File: src/rtl/pipelined_barrel_shifter.sv
// Log2-stage pipelined barrel shifter (SLL/SRL/SRA, optional ROL) with valid/ready flow control.
// Define SHIFTER_ROTATE_EN to make op 2'b11 a rotate-left; otherwise op 2'b11 passes data through.
module pipelined_barrel_shifter #(
    parameter int WIDTH   = 32,
    parameter int SHAMT_W = 5
) (
    input  logic               clock,
    input  logic               reset,
    input  logic               in_valid,
    output logic               in_ready,
    input  logic [WIDTH-1:0]   in_data,
    input  logic [SHAMT_W-1:0] in_shamt,
    input  logic [1:0]         in_op,
    output logic               out_valid,
    input  logic               out_ready,
    output logic [WIDTH-1:0]   out_data
);

    localparam logic [1:0] OP_SLL = 2'b00;
    localparam logic [1:0] OP_SRL = 2'b01;
    localparam logic [1:0] OP_SRA = 2'b10;

    // One stage: shift by 2^k when en is set. SRA keeps replicating the current MSB,
    // which is still the operand's original sign bit at every stage.
    function automatic logic [WIDTH-1:0] shift_stage(
        input logic [WIDTH-1:0] d,
        input logic [1:0]       op,
        input logic             en,
        input int               k
    );
        logic signed [WIDTH-1:0] sd;
        int                      amt;
        sd  = d;
        amt = en ? (1 << k) : 0;
        case (op)
            OP_SLL:  shift_stage = d << amt;
            OP_SRL:  shift_stage = d >> amt;
            OP_SRA:  shift_stage = sd >>> amt;
`ifdef SHIFTER_ROTATE_EN
            default: shift_stage = (d << amt) | (d >> (WIDTH - amt));
`else
            default: shift_stage = d;
`endif
        endcase
    endfunction

    logic               vld_p   [SHAMT_W];
    logic [WIDTH-1:0]   data_p  [SHAMT_W];
    logic [SHAMT_W-1:0] shamt_p [SHAMT_W];
    logic [1:0]         op_p    [SHAMT_W];
    logic               adv;
    logic               unused_ctl;

    assign adv       = ~out_valid | out_ready;
    assign in_ready  = adv;
    assign out_valid = vld_p[SHAMT_W-1];
    assign out_data  = data_p[SHAMT_W-1];

    always_ff @(posedge clock) begin
        if (reset) begin
            for (int k = 0; k < SHAMT_W; k++) begin
                vld_p[k]   <= 1'b0;
                data_p[k]  <= '0;
                shamt_p[k] <= '0;
                op_p[k]    <= 2'b00;
            end
        end else if (adv) begin
            // stage 0: consumes shamt bit 0
            vld_p[0]   <= in_valid;
            data_p[0]  <= shift_stage(in_data, in_op, in_shamt[0], 0);
            shamt_p[0] <= in_shamt;
            op_p[0]    <= in_op;
            // stages 1..SHAMT_W-1: stage k consumes shamt bit k
            for (int k = 1; k < SHAMT_W; k++) begin
                vld_p[k]   <= vld_p[k-1];
                data_p[k]  <= shift_stage(data_p[k-1], op_p[k-1], shamt_p[k-1][k], k);
                shamt_p[k] <= shamt_p[k-1];
                op_p[k]    <= op_p[k-1];
            end
        end
    end

    // Already-consumed shamt bits and the final stage's control travel along but are not read.
    always_comb begin
        unused_ctl = 1'b0;
        for (int k = 0; k < SHAMT_W; k++) begin
            unused_ctl = unused_ctl ^ (^shamt_p[k]) ^ (^op_p[k]);
        end
    end

endmodule
File: config.mk
export PLATFORM = sky130hd
export DESIGN_NAME = pipelined_barrel_shifter
export DESIGN_NICKNAME = d
export VERILOG_FILES = /design/src/rtl/pipelined_barrel_shifter.sv
export SDC_FILE = /design/constraint.sdc
export NUM_CORES = 1
export LEC_CHECK = 0
export ABC_AREA = 1
export CAP_MARGIN = 30
export CORE_ASPECT_RATIO = 1.75
export CORE_UTILIZATION = 55
export CTS_CLUSTER_SIZE = 28
export DETAILED_ROUTE_END_ITERATION = 7
export PLACE_DENSITY = 0.75
export SYNTH_ARGS = -nofsm -noshare
export SYNTH_HDL_FRONTEND = slang
export SYNTH_SLANG_ARGS = --single-unit
File: constraint.sdc
create_clock -name clock -period 9.6 [get_ports clock]
set_input_delay 1.44 -clock clock [delete_from_list [all_inputs] [get_ports clock]]
set_output_delay 1.44 -clock clock [all_outputs]
set_load 0.005 [all_outputs]
; ---- Word-level counts from Yosys, hierarchy flattened
; Memory sizes are Yosys's and may differ from the RTL's.
; Cells that the tools add are included.
[op_classes]
eq_ne = 10
shift = 15
mux = 45
bitwise = 22
reduce_logical = 5
[ops]
columns = cell, n
row1 = 32-bit two-way mux, 15
row2 = 32-bit one-hot mux with 3 select lines, 5
row3 = 32-bit by 1-bit << shifter with 32-bit output, 1
row4 = 32-bit by 2-bit << shifter with 32-bit output, 1
row5 = 32-bit by 3-bit << shifter with 32-bit output, 1
row6 = 32-bit by 4-bit << shifter with 32-bit output, 1
row7 = 32-bit by 5-bit << shifter with 32-bit output, 1
row8 = 32-bit by 1-bit >> shifter with 32-bit output, 1
row9 = 32-bit by 2-bit >> shifter with 32-bit output, 1
row10 = 32-bit by 3-bit >> shifter with 32-bit output, 1
row11 = 32-bit by 4-bit >> shifter with 32-bit output, 1
row12 = 32-bit by 5-bit >> shifter with 32-bit output, 1
row13 = 32-bit by 1-bit >>> shifter with 32-bit output, 1
row14 = 32-bit by 2-bit >>> shifter with 32-bit output, 1
row15 = 32-bit by 3-bit >>> shifter with 32-bit output, 1
row16 = 32-bit by 4-bit >>> shifter with 32-bit output, 1
row17 = 32-bit by 5-bit >>> shifter with 32-bit output, 1
row18 = 5-bit two-way mux, 6
row19 = 1-bit OR, 21
row20 = 2-bit two-way mux, 6
row21 = 1-bit two-way mux, 11
row22 = 2-bit by 1-bit == test with 1-bit output (second input constant), 5
row23 = 2-bit == test (second input constant), 5
row24 = 2-bit zero test, 5
row25 = 3 further kinds, 3
[totals]
register_bits = 0
ramBits = 200
in_bits = 43
output_inout_bits = 34
memories = 4
[memory_table]
columns = name, words, width, rd, rd_ports_with_merged_regs, wr, line
row1 = data_p, 5, 32, 5, 0, 5, 48  ; logic [WIDTH-1:0] data_p [SHAMT_W];
row2 = shamt_p, 5, 5, 4, 0, 5, 49  ; logic [SHAMT_W-1:0] shamt_p [SHAMT_W];
row3 = op_p, 5, 2, 4, 0, 5, 50  ; logic [1:0] op_p [SHAMT_W];
row4 = vld_p, 5, 1, 5, 0, 5, 47  ; logic vld_p [SHAMT_W];

; ---- Longest topological paths before layout
[depth]
ltp_word = 6
mapped_depth = 9

; ---- Worst setup path before layout
; Ideal clock, no wire load.
[synth_timing]
path_kind = input -> register
startpoint = input out_ready
endpoint = memory data_p[0][0], enable pin
arrival_time_ns = 5.615
t_required_ns = 7.665
path_slack_ns = 2.050
path_stages = 2
n_path_buf = 0
path_cell_list = inv_1 > nand3_1
[synth_rtl]
columns = item, line
row1 = start: declaration, 15  ; input logic out_ready,
row2 = end: declaration, 48

; ---- Worst setup path in the final report
[layout_timing]
startpoint = input out_ready
endpoint = output in_ready
[layout_between]
elab_chain_len = 1
[layout_lines]
columns = item, line
row1 = 1-bit OR, 54  ; assign adv = ~out_valid | out_ready;
row2 = end: declaration, 10  ; output logic in_ready,
; No other way between the ends.

==> results.json <==
{
  "status": "completed",
  "rsz0062_at_grt": "no",
  "yosysWarnings": 0,
  "final_common_cell": "nand2_1",
  "htreeDepth": 4,
  "area_growth_pct": 10.73,
  "via_count": 8835,
  "num_antenna_cells": 0,
  "cts.path.max_buffers": 2,
  "die_h_um": 187.9,
  "grt_max_degree": 88,
  "r2r_slack_ns": 7.23,
  "wire_per_inst_um": 14.33,
  "powerDensity_mw_per_mm2": 157.6,
  "die_area_mm2": 0.02035,
  "num_io_pins": 77,
  "drive_gt1_share_pct": 6.183,
  "grt_overflow": 0,
  "syn-cell-area_mm2": 0.01087,
  "post_cts_buffers": 0,
  "vias_per_cell": 5.361,
  "initial_core_util_pct": 56.36,
  "start_kind": "input pin",
  "cts_resized": 0,
  "syn_nets": 1432,
  "drtIter0Drc": 540,
  "slew_headroom_pct": 33.07,
  "finClkSkew_ns": 0.01057,
  "grt_pass1_wl_um": 39440,
  "grt_antenna_before_repair": 0,
  "final-hold-violation-count": 0,
  "tightest_slew_ns": 1.001,
  "layout.nets": 1438,
  "tns_ns": 0,
  "fillers": 1692,
  "synth_top_area_cell": "edfxtp_1",
  "cts_buffers": 17,
  "setup_viol": 0,
  "syn_avg_cell_area_um2": 7.823,
  "endpoint_kind": "output pin",
  "clkLatencyLatePin_ns": 0.43,
  "slew_viol_final": 0,
  "yosys-top-cells-area": "edfxtp_1, nand2_1, inv_1",
  "clockRootBuffer": "clkbuf_16",
  "cts.sinks": 183,
  "cts_tree": "built",
  "hp-start": "vld_p[0][0]",
  "min_to": "vld_p[0][1]",
  "hpwl_um": 16740,
  "path_class": "in -> out",
  "reg2reg_from": "vld_p[0][4]",
  "required_ns": 8.16,
  "peakVddDrop_v": 0.0001005,
  "finalNonFillerCells": 1648,
  "synth.ff_latch_count": 183,
  "min_path_type": "reg -> reg",
  "whs_ns": 0.5436,
  "io_buffers": 76,
  "cts.clk_slew.worst_paths_ns": 0.06,
  "crit_fanout": 3,
  "drc": 0,
  "final_antenna_net_count": 0,
  "cap_violations": 0,
  "core_area_mm2": 0.01928,
  "seqCellArea_mm2": 0.005495,
  "drt_pass1_iterations": 5,
  "synth_top_area_share_pct": 50.57,
  "dpl_cell_area_mm2": 0.01144,
  "final_cell_mix": "nand2_1, inv_1, edfxtp_1, nand3_1, clkdlybuf4s50_1",
  "period_share_pct": 41.69,
  "yosysUniqueCellTypes": 28,
  "power_uw": 1897,
  "worst_r2r_path_depth": 6,
  "r2r-end": "data_p[0][7]",
  "grt_pass1_vias": 8578,
  "leakage_uw": 0.005960,
  "multi_input_area_mm2": 0.003995,
  "worstPathArrival_ns": 2.56,
  "dp.cells": 1617,
  "fmax_mhz": 249.8,
  "wirelength_um": 23610,
  "holdPathStages": 2,
  "seq_area_frac_synth_pct": 50.57,
  "num_rows": 67,
  "gp_congestion": 0.9276,
  "finalInstanceArea_mm2": 0.01203,
  "die_x_um": 108.3,
  "cts.hold.buffers_added": 0,
  "grtUsageTotal_pct": 24.99,
  "min_period_ns": 4.003,
  "synthCells": 1389
}
[flip-flops by register name, indices dropped and copies added, names as in the netlist]
signal	flops
data_p	160
shamt_p	10
op_p	8
vld_p	5
[logic make-up (layout without fill, tap and decap cells)]
group / Yosys count / count (layout) / share of synthesized area, %
AOI/OAI and AO/OA: 110 / 110 / 5.861
buffers and inverters: 305 / 323 / 12.85
DFF: 183 / 183 / 50.57
and+or+nand+nor: 791 / 791 / 30.72
[layout make-up]
| cell class | count | share of cell area [%] |
|---|---|---|
| Sequential cell | 183 | 45.67 |
| Clock inverter | 14 | 1.425 |
| Inverter | 204 | 6.364 |
| Timing Repair Buffer | 88 | 7.300 |
| Clock buffer | 17 | 3.535 |
| Tap cell | 241 | 2.506 |
| Multi-Input combinational cell | 901 | 33.20 |
[synthesized netlist by cell type]
cell type / instances
nand2_1: 552
inv_1: 200
edfxtp_1: 183
nand3_1: 127
nor2_1: 65
a21oi_1: 56
buf_2: 44
buf_4: 42
o21ai_0: 20
nand4_1: 14
o211ai_1: 13
a21oi_2: 11
a31oi_1: 10
clkbuf_1: 10
nand3_2: 10
nand2_2: 6
inv_2: 4
nand2_4: 4
nor2_4: 4
buf_6: 3
nand3b_1: 2
nor2_2: 2
or2_2: 2
and3_1: 1
buf_1: 1
buf_12: 1
nor2_8: 1
nor3_1: 1
[where the power goes]
part / internal [uW] / switching, uW
Sequential: 925 / 29.8
Combinational: 80.5 / 138
Clock: 411 / 312
Total: 1420 / 480
[worst max-delay path: stages]
cell and delay (ns):
clkdlybuf4s50_1 0.45, inv_1 0.10, nand2_1 0.08, clkdlybuf4s50_1 0.49
[routing by layer]
layer  up-vias  global-route usage, %  part of all wire [%]
li1       4401                      -                     -
met1      4043                  21.04                    32
met2       284                  49.76                    58
met3       107                  3.441                   3.2
met4         0                  18.71                   7.2
met5         -                      0                     0
[how the worst max path moves through the flow]
stage               startpoint            to  slack, ns  depth (start not counted)
floorplan            out_ready  data_p[0][0]       2.05                          2
global placement     out_ready      in_ready       5.60                          4
detailed placement   out_ready      in_ready       5.59                          4
CTS                  out_ready      in_ready       5.59                          4
global route         out_ready      in_ready       5.54                          4
finish               out_ready      in_ready       5.60                          4
[per-stage QoR]
| stage | util [%] | worst slack, ns |
|---|---|---|
| finish | 62.41 | 5.597 |
| global route | 62.41 | 5.543 |
| CTS | 62.41 | 5.586 |
| detailed placement | 59.31 | 5.586 |
| global placement | 59.09 | 5.600 |
| floorplan | - | 2.050 |
Power figures use the tool's default switching activity.
